[src/rtl/keypad_emulator.sv]
// Keypad emulator: queues 4-bit key codes and replays each one as a timed press
// and release gap on active-low row lines, answering the scan decoder's column strobes.
//
// state | meaning
// IDLE  | waiting for a queued key; pops the FIFO head when one is present
// PRESS | key held, row line answers its column strobe; counts down the hold time
// GAP   | key released; counts down the release gap before the next key
module keypad_emulator #(
  parameter int HOLD_CYCLES = 2_000_000,
  parameter int GAP_CYCLES  = 2_000_000,
  parameter int FIFO_DEPTH  = 8
) (
  input  logic                          clk,
  input  logic                          reset_n,
  input  logic [3:0]                    key_in,
  input  logic                          key_valid,
  output logic                          key_ready,
  input  logic [3:0]                    col_in,
  output logic [3:0]                    row_out,
  output logic                          pressed,
  output logic [3:0]                    key_active,
  output logic                          busy,
  output logic [$clog2(FIFO_DEPTH):0]   fifo_count
);

  localparam int PW   = (FIFO_DEPTH > 1) ? $clog2(FIFO_DEPTH) : 1;
  localparam int CNTW = $clog2(FIFO_DEPTH) + 1;
  localparam int MAXC = (HOLD_CYCLES > GAP_CYCLES) ? HOLD_CYCLES : GAP_CYCLES;
  localparam int CW   = (MAXC > 1) ? $clog2(MAXC) : 1;

  localparam logic [CW-1:0]   HOLD_LOAD = CW'(HOLD_CYCLES - 1);
  localparam logic [CW-1:0]   GAP_LOAD  = CW'(GAP_CYCLES - 1);
  localparam logic [CNTW-1:0] DEPTH_L   = CNTW'(FIFO_DEPTH);

  typedef enum logic [1:0] {
    IDLE  = 2'd0,
    PRESS = 2'd1,
    GAP   = 2'd2
  } state_t;

  state_t          state, state_nxt;
  logic [CW-1:0]   cnt, cnt_nxt;
  logic            pressed_nxt;
  logic [3:0]      key_nxt;
  logic            pop;
  logic            push;

  logic [3:0]      mem [FIFO_DEPTH];
  logic [PW-1:0]   wr_ptr;
  logic [PW-1:0]   rd_ptr;
  logic [3:0]      head;

  logic [1:0]      sel_c;
  logic [1:0]      sel_r;

  // Ready is a function of the stored count only, so a push while full is
  // dropped even when the FSM pops in the same cycle.
  assign key_ready = (fifo_count != DEPTH_L);
  assign push      = key_valid & key_ready;
  assign head      = mem[rd_ptr];
  assign busy      = (fifo_count != '0) | (state != IDLE);

  always_ff @(posedge clk) begin
    if (push) begin
      mem[wr_ptr] <= key_in;
    end
  end

  always_ff @(posedge clk) begin
    if (!reset_n) begin
      wr_ptr     <= '0;
      rd_ptr     <= '0;
      fifo_count <= '0;
    end else begin
      if (push) begin
        wr_ptr <= wr_ptr + 1'b1;
      end
      if (pop) begin
        rd_ptr <= rd_ptr + 1'b1;
      end
      case ({push, pop})
        2'b10:   fifo_count <= fifo_count + 1'b1;
        2'b01:   fifo_count <= fifo_count - 1'b1;
        default: fifo_count <= fifo_count;
      endcase
    end
  end

  always_ff @(posedge clk) begin
    if (!reset_n) begin
      state      <= IDLE;
      cnt        <= '0;
      pressed    <= 1'b0;
      key_active <= 4'h0;
    end else begin
      state      <= state_nxt;
      cnt        <= cnt_nxt;
      pressed    <= pressed_nxt;
      key_active <= key_nxt;
    end
  end

  always_comb begin
    state_nxt   = state;
    cnt_nxt     = cnt;
    pressed_nxt = pressed;
    key_nxt     = key_active;
    pop         = 1'b0;
    case (state)
      IDLE: begin
        if (fifo_count != '0) begin
          pop         = 1'b1;
          key_nxt     = head;
          cnt_nxt     = HOLD_LOAD;
          pressed_nxt = 1'b1;
          state_nxt   = PRESS;
        end
      end
      PRESS: begin
        if (cnt == '0) begin
          pressed_nxt = 1'b0;
          cnt_nxt     = GAP_LOAD;
          state_nxt   = GAP;
        end else begin
          cnt_nxt = cnt - 1'b1;
        end
      end
      GAP: begin
        if (cnt == '0) begin
          state_nxt = IDLE;
        end else begin
          cnt_nxt = cnt - 1'b1;
        end
      end
      default: begin
        pressed_nxt = 1'b0;
        state_nxt   = IDLE;
      end
    endcase
  end

  // Column/row bit position of each key on the PmodKYPD legend.
  always_comb begin
    sel_c = 2'd3;
    sel_r = 2'd3;
    case (key_active)
      4'h1: begin sel_c = 2'd3; sel_r = 2'd3; end
      4'h4: begin sel_c = 2'd3; sel_r = 2'd2; end
      4'h7: begin sel_c = 2'd3; sel_r = 2'd1; end
      4'h0: begin sel_c = 2'd3; sel_r = 2'd0; end
      4'h2: begin sel_c = 2'd2; sel_r = 2'd3; end
      4'h5: begin sel_c = 2'd2; sel_r = 2'd2; end
      4'h8: begin sel_c = 2'd2; sel_r = 2'd1; end
      4'hF: begin sel_c = 2'd2; sel_r = 2'd0; end
      4'h3: begin sel_c = 2'd1; sel_r = 2'd3; end
      4'h6: begin sel_c = 2'd1; sel_r = 2'd2; end
      4'h9: begin sel_c = 2'd1; sel_r = 2'd1; end
      4'hE: begin sel_c = 2'd1; sel_r = 2'd0; end
      4'hA: begin sel_c = 2'd0; sel_r = 2'd3; end
      4'hB: begin sel_c = 2'd0; sel_r = 2'd2; end
      4'hC: begin sel_c = 2'd0; sel_r = 2'd1; end
      4'hD: begin sel_c = 2'd0; sel_r = 2'd0; end
      default: begin sel_c = 2'd3; sel_r = 2'd3; end
    endcase
  end

  always_ff @(posedge clk) begin
    if (!reset_n) begin
      row_out <= 4'b1111;
    end else if (pressed && !col_in[sel_c]) begin
      row_out <= ~(4'b0001 << sel_r);
    end else begin
      row_out <= 4'b1111;
    end
  end

endmodule

[config.mk]
export PLATFORM = sky130hd
export DESIGN_NAME = keypad_emulator
export DESIGN_NICKNAME = d
export VERILOG_FILES = /design/src/rtl/keypad_emulator.sv
export SDC_FILE = /design/constraint.sdc
export NUM_CORES = 1
export LEC_CHECK = 0
export BUFFER_PORTS_ARGS = -buffer_cell sky130_fd_sc_hd__buf_4
export CAP_MARGIN = 20
export CORE_ASPECT_RATIO = 1.2
export CORE_MARGIN = 2
export CORE_UTILIZATION = 60
export CTS_CLUSTER_SIZE = 25
export DETAILED_ROUTE_END_ITERATION = 10
export PLACE_DENSITY = 0.76
export SYNTH_ARGS = -nofsm -noshare
export SYNTH_HDL_FRONTEND = slang
export SYNTH_SLANG_ARGS = --single-unit
[constraint.sdc]
create_clock -name clk -period 6.2 [get_ports clk]
set_input_delay 0.31 -clock clk [delete_from_list [all_inputs] [get_ports clk]]
set_output_delay 0.31 -clock clk [all_outputs]
set_load 0.01 [all_outputs]
Yosys cells after proc, flatten, opt, wreduce, memory -nomap -nowiden
Memories as Yosys holds them, arrays and structs flattened. A register that Yosys moved wholly into a read port is not among the register bits.
Index checks and enable logic that the tools add are counted.
Widths: inputs -> output; s select.
{ "word_totals": {"word_cells": 61, "register_bits": 38, "mem_bits_rw": 32, "memories": 2, "output_inout_bits": 15, "romBits": 64, "input_bits": 11} }
{ "mem_list": {"columns": ["name", "words", "word_bits", "read_ports", "rd_ports_with_merged_regs", "write_ports", "line_no", "source"], "rows": [
  ["(name not given)", 16, 4, 1, 0, 0, "146", "case (key_active)"],
  ["mem", 8, 4, 1, 1, 1, "48", "logic [3:0] mem [FIFO_DEPTH];"]
]} }
{ "classes": {"eq_ne": 9, "order_cmp": 1, "n_reduce_logical": 14, "n_bitwise": 4, "mux": 18, "addsub": 5, "n_shift": 1} }
{ "op_table": {"columns": ["cell", "count"], "rows": [
  ["$mux 21", 3],
  ["$pmux 21 s3", 1],
  ["$logic_not 21->1", 1],
  ["$sub 21x1->21 const B", 1],
  ["$reduce_and 3->1", 3],
  ["$ne 2x2->1 const B", 4],
  ["$pmux 4 s2", 1],
  ["$mux 1", 7],
  ["$add 3x1->3 const B", 2],
  ["$mux 2", 3],
  ["$pmux 2 s3", 1],
  ["$add 4x1->4 const B", 1],
  ["$eq 2x1->1 const B", 2],
  ["$eq 2x2->1 const B", 2],
  ["$ne 4x4->1 const B", 1],
  ["$not 4->4", 1],
  ["$reduce_and 2->1", 2],
  ["$reduce_bool 2->1", 2],
  ["$reduce_bool 4->1", 1],
  ["$shl 1x2->4 const A", 1],
  ["$sub 4x1->4 const B", 1],
  ["$lt 2x3->1 const B", 1],
  ["$pmux 1 s3", 1],
  ["$reduce_bool 3->1", 1],
  ["7 further kinds", 8]
]} }

Logic depth before layout (Yosys ltp)
Gate-level depths: netlist (run 1).
An unclocked memory read counts as a cell.
{ "depth": {"word_depth": 6, "ltp_mapped": 11} }

Worst setup path after synthesis (run 1)
Ideal clock, no wire load.
{ "synth_path": {"kind": "reg-to-reg", "from": "register fifo_count[0]", "to": "register fifo_count[3]", "path_stages_with_launch": 11, "slack_ns": 3.501, "arrival_ns": 2.624, "path_cell_list": "dfxtp_1 > nor4_1 > nor2b_1 > clkbuf_1 > ha_1 > ha_1 > a21o_1 > a21oi_1 > xnor2_1 > or3_1 > a21boi_0"} }
{ "synth_via": {"elab_chain_cells": 5} }
{ "synth_rtl": {"columns": ["element", "line_no", "source"], "rows": [
  ["from (decl)", "23", "output logic [$clog2(FIFO_DEPTH):0] fifo_count"],
  ["from (signal assigned)", "82", "2'b10: fifo_count <= fifo_count + 1'b1;"],
  ["from (signal assigned)", "83", "2'b01: fifo_count <= fifo_count - 1'b1;"],
  ["from (signal assigned)", "84", "default: fifo_count <= fifo_count;"],
  ["$reduce_bool 4->1 (*)", "111", "if (fifo_count != '0) begin"],
  ["$mux 1 (*)", "111", null],
  ["$mux 1 (*)", "109", "case (state)"],
  ["via pop", "45", "logic pop;"],
  ["$eq 2x1->1 or $eq 2x2->1 (tied branches)", "81", "case ({push, pop})"],
  ["$pmux 4 s2 or $reduce_bool 2->1 (tied branches)", null, null]
]} }
The timed path passes the listed nets; every way through them passes the cells marked *.
A chain may end at the register's enable or synchronous reset.

Worst setup path in the final report (run 1)
{ "layout_path": {"from": "register state[1]", "to": "register fifo_count[3]"} }
{ "layout_via": {"elab_chain_cells": 4} }
{ "layout_rtl": {"columns": ["element", "line_no", "source"], "rows": [
  ["from (decl)", "41", "state_t state, state_nxt;"],
  ["from (signal assigned)", "96", "state <= state_nxt;"],
  ["$logic_not 2->1 (*)", "109", null],
  ["$mux 1 (*)", "109", null],
  ["$eq 2x1->1 or $eq 2x2->1 (tied branches)", "81", null],
  ["$pmux 4 s2 or $reduce_bool 2->1 (tied branches)", null, null]
]} }
Mark *: on every way between the ends. The rest lies on a longest branch, timed or not.

==> summary.md, run 1 <==
| Metric | Value |
|---|---|
| Initial antenna violation count | 0 |
| Top Ports | 26 |
| Final wirelength | 7.000 mm |
| Reg-to-Reg Start | state[1] |
| Hold_ws | 0.1857 ns |
| Total track usage | 23.69% |
| Max-slew violations | 0 |
| Top-area cell type share of the netlist area | 26.71% |
| Post-synth EDFFs | 32 |
| Mapped cell area | 3597 sq um |
| Placed Cells | 424 |
| DP HPWL | 4.881 mm |
| RR Endpoint | fifo_count[3] |
| WP data arrival | 3.34 ns |
| Die H | 88.82 um |
| Vias in the first global route | 2480 |
| Final worst path period need | 3.054 ns |
| Fill cells | 436 |
| Core Util, Final | 70.28% |
| CP cell instances | inv_1, ha_1, nor2b_1, ha_1, ha_1, a21o_1, a21oi_1, xnor2_1, or3_1, a21boi_0 |
| Synthesized instance count | 336 |
| Total power | 2.058 mW |
| Final setup viols | 0 |
| Wire per inst | 15.91 um |
| Rows | 30 |
| CTS Hold Buffers Added | 0 |
| Buf+Inv Stages, Crit Path | 1 |
| Mux contribution to synthesized area | 6.400% |
| Post-route setup TNS | 0 ns |
| R2R cell count | 10 |
| Mean Syn Cell Area | 10.71 sq um |
| CP Launch Type | register |
| Synth Net Count | 358 |
| 1st-iter DRT viols | 284 |
| R2R Setup Slk | 3.15 ns |
| Skew final | 0.009270 ns |
| XOR/XNOR Fraction of Synth Area | 3.896% |
| #FFs+latches synth | 74 |
| Most common cell on crit path | ha_1 |
| Worst ir drop on vdd | 0.2753 mV |
| Layout Area Growth over Synthesis | 12.21% |
| Adder-cell area share of the yosys netlist | 4.035% |
| CP delay by family, top | simple AND/OR/NAND/NOR gates |
| CTS max path bufs | 2 |
| Levels on crit path | 10 |
| Run status | finished, final reports clean |
| Slew margin rel. | 34.39% |
| Largest net degree at the start of global routing | 33 |
| Asr flop ratio synth | 0% |
| Post-CTS Resized | 0 |
| Simple-Gate Fraction of Synth Area | 16.35% |
| PnR worst setup slack | 3.146 ns |
| DP Worst Slack | 3.181 ns |
| CP required | 6.48 ns |
| CTS tree | built |
| Sequential area share after synthesis | 50.09% |
| Starting density of the core | 62.64% |
| Synth cell count leaders | 42 x dfxtp_1, 32 x edfxtp_1, 25 x nor2_1 |
| Via density | 5.975 |
| Final instance area | 4036 sq um |
| Critical path class | reg2reg |
| CTS H-Tree Depth | 3 |
| LEAKAGE | 1.513 nW |
| Period utilization | 49.26% |
| Total CTS buffers | 9 |
| Placed cell areas | 3812 sq um |
| Compound-Gate Fraction of Synth Area | 15.76% |
| Main combinational cell family by area after synthesis | simple AND/OR/NAND/NOR gates |
| Final Hold Vio Count | 0 |
| Die area | 6634 sq um |
| Port Buffers | 25 |
| Post-CTS setup buffers | 0 |
| Power density over the cells | 510.0 nW/um^2 |
| Crit Path Max Fanout | 13 |
| Die X | 74.69 um |
| Critical Path Start | state[1] |
| Non-filler instance count after layout | 440 |
| End of the critical path | fifo_count[3] |
| Max frequency | 0.3274 GHz |
| CP Capture Type | register |
| Remaining Overflow, GRT | 0 |
| Max stage delay cell, worst path | nor2b_1 |
| Min-Delay Path Class | in2reg |
| Residual DRC | 0 |
| Top-count cell post-synth | dfxtp_1 |
| Worst-Margin Slew | 0.9795 ns |
| Floorplan Core Area | 5743 sq um |
| Drt first pass iters | 5 |
| RSZ-0062 raised after global routing | no |
| Root buffer cell | clkbuf_8 |
| Yosys cell types | 54 |
| Detail Route Antenna Nets | 0 |
| Antenna cells | 0 |
| Fraction of layout cells with a size suffix above 1 | 18.06% |
| Main flop type after synthesis | dfxtp_1 |
| Synth area leaders | edfxtp_1 27%, dfxtp_1 23%, mux4_2 5.0%, ha_1 3.5%, xor2_1 2.9% |
| Area of the multi-input gates | 1670 sq um |
| Slowest stage delay, CP | 0.75 ns |
| Final nets | 377 |
| Clk slew on worst S/H paths | 0.09 ns |
| Yosys warnings | 0 |
| First-pass GRT wire length | 11.67 mm |
| Cell taking the most area after synthesis | edfxtp_1 |
| MaxCap Viol Count | 0 |
| Worst-Skew Late Latency | 0.36 ns |
| Final GP Congestion | 0.8637 |
| Via count | 2629 |
| Register area | 1802 sq um |
| Clock Sink Count | 74 |
## layout make-up
type | count | share of cell area, %
sequential | 74 | 44.64
clock inverter | 7 | 2.480
inverter | 14 | 1.302
clock buffer | 9 | 3.069
tap | 80 | 2.480
timing repair buffer | 25 | 4.650
multi-input combinational | 231 | 41.38
## cell usage in the layout, fill, tap and decap left out, types with 5 or more instances in the layout
cell / Yosys / layout
dfxtp_1: 42 / 42
edfxtp_1: 32 / 32
nor2_1: 25 / 25
buf_4: 0 / 25
nand2_1: 23 / 23
a21oi_1: 18 / 18
nor3_1: 15 / 15
o21ai_0: 15 / 15
inv_1: 14 / 14
xor2_1: 12 / 12
nand3_1: 10 / 10
ha_1: 10 / 10
clkbuf_8: 0 / 9
o221a_2: 8 / 8
mux4_2: 8 / 8
and2_1: 7 / 7
a31oi_1: 6 / 6
o211a_1: 6 / 6
nor4_1: 5 / 5
mux2i_1: 5 / 5
and3_1: 5 / 5
## per-layer routing
layer | vias up | global-route usage (%) | routed length, um
li1 | 1293 | - | -
met1 | 1232 | 29.04 | 3016
met2 | 86 | 39.26 | 3516
met3 | 18 | 5.581 | 304
met4 | 0 | 11.20 | 163
met5 | - | 0 | 0
## cells by family (layout without fill, tap and decap cells)
kind of cell / after synthesis / count (layout)
flip-flops: 74 / 74
AND/OR/NAND/NOR: 114 / 114
adder cells (fa/ha/maj): 11 / 11
XOR/XNOR: 16 / 16
multiplexers: 13 / 13
buffers and inverters: 31 / 55
AO/OA/AOI/OAI: 77 / 77
## sequential cells by signal, summed over array words and instances (netlist names)
signal,flops
mem,32
cnt,21
fifo_count,4
key_active,4
row_out,4
rd_ptr,3
wr_ptr,3
state,2
pressed,1
## power breakdown
group	leakage [nW]	switching, mW	internal, mW
clock network	0.114	0.193	0.230
logic	0.763	0.504	0.396
registers	0.636	0.130	0.606
## worst min path at each step
stage          depth (start not counted)  slack [ns]   endpoint  startpoint
5_1_grt                                1        0.19  mem[2][0]   key_in[0]
6_report                               1        0.19  mem[2][0]   key_in[0]
3_3_place_gp                           2        0.48  wr_ptr[0]   wr_ptr[0]
2_1_floorplan                          0        0.41  mem[0][0]   key_in[0]
4_1_cts                                1        0.19  mem[6][0]   key_in[0]
3_5_place_dp                           2        0.49  wr_ptr[0]   wr_ptr[0]
No activity file was read; power rests on OpenSTA's default activity.
==> run 2, diff against run 1 <==
CORE_UTILIZATION = 54   (was 60)
PLACE_DENSITY = 0.72   (was 0.76)
clock period = 2.6 ns   (was 6.2 ns; I/O delays follow)
==> run 2 against run 1 <==
  * Clock power grew 100%
  * Final area grew 3.2%
  * Via count grew 0.49%
  * Combinational power grew to 2.6 times the previous value
  * Setup slack lost 3.1 ns
  * Flip-flop and latch count is the same
  * Global-route usage shrank 2.9 points
  * Critical path depth shrank 1
  * Critical endpoint is now cnt[10]
==> summary.md, run 2 (synthesized netlist as in run 1, its figures left out) <==
| Metric | Value |
|---|---|
| CTS Hold Buffers Added | 0 (unchanged) |
| Top Metal Used | met4 (unchanged) |
| CTS H-Tree Depth | 3 (unchanged) |
| CTS max path bufs | 2 (unchanged) |
| Clk slew on worst S/H paths | 0.09 ns (about the same) |
| Starting density of the core | 55.80% (was 62.64%) |
| Remaining Overflow, GRT | 0 (unchanged) |
| Total track usage | 20.83% (was 23.69%) |
| Antenna cells | 0 (unchanged) |
| Met3 WL | 166 um (was 304 um) |
| Power density over the cells | 1196 nW/um^2 (was 510.0 nW/um^2) |
| LEAKAGE | 1.575 nW (was 1.513 nW) |
| Skew final | 0.01124 ns (was 0.009270 ns) |
| Root buffer cell | clkbuf_8 (unchanged) |
| WL met2 | 3.850 mm (was 3.516 mm) |
| Drt first pass iters | 4 (was 5) |
| Largest net degree at the start of global routing | 33 (unchanged) |
| Final GP Congestion | 0.8489 (was 0.8637) |
| R2R cell count | 9 (was 10) |
| Layout Area Growth over Synthesis | 15.76% (was 12.21%) |
| Min-Delay Path Class | in2reg (unchanged) |
| Slew margin rel. | 40.54% (was 34.39%) |
| Worst-Margin Slew | 0.8878 ns (was 0.9795 ns) |
| Run status | finished, final reports clean (unchanged) |
| Hold_ws | 0.01203 ns (was 0.1857 ns) |
| Port Buffers | 25 (unchanged) |
| Top Ports | 26 (unchanged) |
| WP data arrival | 2.77 ns (was 3.34 ns) |
| First-pass GRT wire length | 11.90 mm (was 11.67 mm) |
| Final Hold Vio Count | 0 (unchanged) |
| MaxCap Viol Count | 0 (unchanged) |
| Total power | 4.980 mW (was 2.058 mW) |
| Final nets | 394 (was 377) |
| CP Capture Type | register (unchanged) |
| Non-filler instance count after layout | 462 (was 440) |
| Vias in the first global route | 2575 (was 2480) |
| Final instance area | 4164 sq um (was 4036 sq um) |
| Die H | 93.41 um (was 88.82 um) |
| Die X | 78.51 um (was 74.69 um) |
| Via count | 2642 (was 2629) |
| Via density | 5.719 (was 5.975) |
| Critical path class | reg2reg (unchanged) |
| Clock Sink Count | 74 (unchanged) |
| CTS tree | built (unchanged) |
| Most frequent cells in the layout | 40 x dfxtp_1, 40 x buf_4, 32 x edfxtp_1, 25 x nor2_1, 23 x nand2_1 (was 42 x dfxtp_1, 32 x edfxtp_1, 25 x nor2_1, 25 x buf_4, 23 x nand2_1) |
| Wire per inst | 15.53 um (was 15.91 um) |
| Area of the multi-input gates | 1687 sq um (was 1670 sq um) |
| Post-route setup TNS | 0 ns (unchanged) |
| Met1 Wirelength | 3.018 mm (was 3.016 mm) |
| DP HPWL | 5.050 mm (was 4.881 mm) |
| Detail Route Antenna Nets | 0 (unchanged) |
| Final setup viols | 0 (unchanged) |
| Final worst path period need | 2.523 ns (was 3.054 ns) |
| Period utilization | 97.05% (was 49.26%) |
| Max reg flops | 32 (unchanged) |
| Final wirelength | 7.173 mm (was 7.000 mm) |
| Total CTS buffers | 9 (unchanged) |
| Fill cells | 506 (was 436) |
| CP Launch Type | register (unchanged) |
| Hold Path Stages | 1 (unchanged) |
| Max-slew violations | 0 (unchanged) |
| Core Util, Final | 64.60% (was 70.28%) |
| Placed Cells | 442 (was 424) |
| Placed cell areas | 3923 sq um (was 3812 sq um) |
| 1st-iter DRT viols | 198 (was 284) |
| CP required | 2.84 ns (was 6.48 ns) |
| Top flop regs | mem x32, cnt x21 (unchanged) |
| Max frequency | 0.3963 GHz (was 0.3274 GHz) |
| Rows | 32 (was 30) |
| Reg with most FFs | mem (unchanged) |
| Worst ir drop on vdd | 0.7271 mV (was 0.2753 mV) |
| Worst-Skew Late Latency | 0.35 ns (was 0.36 ns) |
| Register area | 1804 sq um (was 1802 sq um) |
| DP Worst Slack | 0.1492 ns (was 3.181 ns) |
| Residual DRC | 0 (unchanged) |
| PnR worst setup slack | 0.07658 ns (was 3.146 ns) |
| Floorplan Core Area | 6446 sq um (was 5743 sq um) |
| Fraction of layout cells with a size suffix above 1 | 23.08% (was 18.06%) |
| Die area | 7333 sq um (was 6634 sq um) |
| Crit Path Max Fanout | 12 (was 13) |
| Initial antenna violation count | 0 (unchanged) |
## run 2: changes by cell type in the layout (fill, tap and decap cells not counted), sizes merged
cell and delta:
clkinv -2, clkinvlp +2, buf +17, inv +2, bufinv -2
## run 2: routing by layer
| metal | vias up | track usage [%] |
|---|---|---|
| met5 | - | 0 |
| met4 | 0 | 9.649 |
| met3 | 11 | 2.896 |
| met2 | 38 | 36.75 |
| met1 | 1263 | 25.02 |
| li1 | 1330 | - |
## run 2: power by group
part / internal [mW] / leakage, nW / switching (mW)
logic: 1.13 / 0.852 / 1.23
registers: 1.45 / 0.636 / 0.327
clock network: 0.361 / 0.0872 / 0.483
## run 2: repair_timing
item	4_1_cts	5_1_grt
setup endpoints to repair	0	5
setup buffers	0	4
resized for setup	0	6
## run 2: layout make-up
| cell class | instances | share of cell area (%) |
|---|---|---|
| sequential | 74 | 43.33 |
| tap | 85 | 2.554 |
| inverter | 14 | 1.262 |
| clock inverter | 7 | 1.412 |
| clock buffer | 9 | 2.975 |
| multi-input combinational | 231 | 40.50 |
| timing repair buffer | 42 | 7.963 |
## run 2: critical path: stages (launching register included)
cell and delay, ns:
dfxtp_2 0.34, inv_1 0.07, ha_2 0.18, or3b_2 0.47, or4_4 0.56, buf_12 0.16, o21ai_2 0.13, buf_6 0.16
a21oi_1 0.05, o221a_2 0.28
## run 2: path summary, 6_finish.rpt
| kind | start | to | slack [ns] |
|---|---|---|---|
| max | cnt[0] | cnt[10] | 0.08 |
| min | key_in[3] | mem[1][3] | 0.01 |
| max reg2reg | cnt[0] | cnt[10] | 0.08 |
| min reg2reg | cnt[20] | cnt[20] | 0.51 |
==> run 3, diff against run 2 <==
CORE_UTILIZATION = 60   (was 54)
PLACE_DENSITY = 0.76   (was 0.72)
clock period = 2.71 ns   (was 2.6 ns; I/O delays follow)
==> run 3 against run 2 <==
  * Via count down 1.2%
  * Core utilization up 6.7 points
  * Register-to-register slack gained 0.13 ns
  * Power decreased by 4.5%
  * Global-route usage grew 2.6 points
  * Highest routed layer unchanged
==> summary.md, run 3 (synthesized netlist as in run 1, its figures left out) <==
| Metric | Value |
|---|---|
| Run status | finished, final reports clean (unchanged) |
| Final instance area | 4096 sq um (was 4164 sq um) |
| Placed Cells | 433 (was 442) |
| Placed cell areas | 3880 sq um (was 3923 sq um) |
| Top flop regs | mem x32, cnt x21 (unchanged) |
| Total CTS buffers | 9 (unchanged) |
| Skew final | 0.01014 ns (was 0.01124 ns) |
| Power density over the cells | 1161 nW/um^2 (was 1196 nW/um^2) |
| Largest net degree at the start of global routing | 33 (unchanged) |
| Root buffer cell | clkbuf_8 (unchanged) |
| Net Sw Frac | 39.00% (was 40.96%) |
| Total track usage | 23.40% (was 20.83%) |
| Non-filler instance count after layout | 449 (was 462) |
| Critical path class | reg2reg (unchanged) |
| Final Hold Vio Count | 0 (unchanged) |
| Rows | 30 (was 32) |
| Switch Pwr | 1.854 mW (was 2.040 mW) |
| Remaining Overflow, GRT | 0 (unchanged) |
| Worst-Skew Late Latency | 0.35 ns (about the same) |
| Period utilization | 92.39% (was 97.05%) |
| Hold path endpoint | mem[7][3] (was mem[1][3]) |
| CP Launch Type | register (unchanged) |
| Top Ports | 26 (unchanged) |
| Vias in the first global route | 2505 (was 2575) |
| CP required | 2.94 ns (was 2.84 ns) |
| CTS max path bufs | 2 (unchanged) |
| R2R cell count | 7 (was 9) |
| Wire per inst | 15.41 um (was 15.53 um) |
| Reg with most FFs | mem (unchanged) |
| Min-delay src | key_in[3] (unchanged) |
| Worst-Margin Slew | 0.9743 ns (was 0.8878 ns) |
| Final nets | 386 (was 394) |
| Slew margin rel. | 34.75% (was 40.54%) |
| Fraction of layout cells with a size suffix above 1 | 19.78% (was 23.08%) |
| WP data arrival | 2.73 ns (was 2.77 ns) |
| Crit Path Max Fanout | 12 (unchanged) |
| Pint | 2.900 mW (was 2.941 mW) |
| Worst ir drop on vdd | 0.7389 mV (was 0.7271 mV) |
| LEAKAGE | 1.551 nW (was 1.575 nW) |
| Final setup viols | 0 (unchanged) |
| Core Util, Final | 71.33% (was 64.60%) |
| Clock Sink Count | 74 (unchanged) |
| Sequential power share | 35.7% (was 35.6%) |
| Die X | 74.69 um (was 78.51 um) |
| Port Buffers | 25 (unchanged) |
| Starting density of the core | 62.64% (was 55.80%) |
| RR Endpoint | cnt[14] (was cnt[10]) |
| Final worst path period need | 2.504 ns (was 2.523 ns) |
| Max reg flops | 32 (unchanged) |
| First-pass GRT wire length | 11.63 mm (was 11.90 mm) |
| Layout Area Growth over Synthesis | 13.88% (was 15.76%) |
| Residual DRC | 0 (unchanged) |
| Drt first pass iters | 4 (unchanged) |
| Initial antenna violation count | 0 (unchanged) |
| Floorplan Core Area | 5743 sq um (was 6446 sq um) |
| Reg-to-Reg Start | cnt[0] (unchanged) |
| Detail Route Antenna Nets | 0 (unchanged) |
| Final GP Congestion | 0.8194 (was 0.8489) |
| CP Capture Type | register (unchanged) |
| Most frequent cells in the layout | 42 x dfxtp_1, 34 x buf_4, 32 x edfxtp_1, 25 x nor2_1, 23 x nand2_1 (was 40 x dfxtp_1, 40 x buf_4, 32 x edfxtp_1, 25 x nor2_1, 23 x nand2_1) |
| Antenna cells | 0 (unchanged) |
| Comb pwr share | 45.4% (was 47.4%) |
| R2R Setup Slk | 0.21 ns (was 0.08 ns) |
| Final wirelength | 6.919 mm (was 7.173 mm) |
| 1st-iter DRT viols | 220 (was 198) |
| DP HPWL | 4.879 mm (was 5.050 mm) |
| CTS tree | built (unchanged) |
| Commonest non-fill, non-tap cell in the layout | dfxtp_1 |
| Min-Delay Path Class | in2reg (unchanged) |
| Die H | 88.82 um (was 93.41 um) |
| Max-slew violations | 0 (unchanged) |
| Post-route setup TNS | 0 ns (unchanged) |
| Die area | 6634 sq um (was 7333 sq um) |
| Hold Path Stages | 1 (unchanged) |
| Hold_ws | 0.02891 ns (was 0.01203 ns) |
| Via count | 2609 (was 2642) |
| Clk slew on worst S/H paths | 0.07 ns (was 0.09 ns) |
| RSZ-0062 raised after global routing | no |
| Clock network power share | 18.9% (was 16.9%) |
| CTS Hold Buffers Added | 0 (unchanged) |
| MaxCap Viol Count | 0 (unchanged) |
| Via density | 5.811 (was 5.719) |
| CTS H-Tree Depth | 3 (unchanged) |
| Max frequency | 0.3994 GHz (was 0.3963 GHz) |
## run 3: worst max path at each step
| stage | slack [ns] | end | cells past startpoint | start |
|---|---|---|---|---|
| after detailed placement | 0.19 | cnt[14] | 7 | cnt[0] |
| final | 0.21 | cnt[14] | 7 | cnt[0] |
| after global placement | 0.26 | cnt[14] | 7 | cnt[0] |
| after CTS | 0.1 | fifo_count[3] | 10 | fifo_count[0] |
| after floorplan | 0.01 | fifo_count[3] | 10 | fifo_count[0] |
| after global routing | 0.009 | fifo_count[3] | 10 | fifo_count[0] |
## run 3: cell type report
class	instances	area, sq um
flip-flops and latches	74	1802
multi-input cells	231	1677
fillers	457	1647
repair buffers	34	255.2
clock buffers	10	127.6
well taps	80	100.1
clock inverters	6	82.58
inverters	14	52.55
## run 3: per-layer routing
metal	GRT usage, %	vias up	part of all wire [%]
met4	9.578	0	2.1
met5	0	-	0
li1	-	1304	-
met1	28.52	1263	43
met3	5.467	15	2.4
met2	39.74	27	53
## run 3: worst max-delay path, cell delays in order (launching register included)
cell and delay, ns:
dfxtp_1 0.33, inv_1 0.08, ha_1 0.18, or3b_2 0.53
or4_4 0.53, o21a_1 0.26, o311ai_4 0.37, nor2_1 0.10
## run 3: power groups by stage
stage,Combinational [mW],Clock (mW),Sequential [mW]
6_report,2.16,0.898,1.70
5_1_grt,2.42,0.967,1.74
4_1_cts,2.15,0.913,1.69
3_5_place_dp,2.13,0,1.71
3_3_place_gp,2.09,0,1.70
2_1_floorplan,1.67,0,1.59
## run 3: stage by stage
step | setup slack (ns) | power (mW)
finish | 0.2061 | 4.755
global route | 0.008519 | 5.131
CTS | 0.09645 | 4.757
detailed placement | 0.1905 | 3.845
global placement | 0.2578 | 3.788
floorplan | 0.01088 | 3.260
## run 3: repair_timing
item,in CTS,in global routing
resized for setup,0,1
endpoints found under the setup margin,0,1
setup buffers,0,0
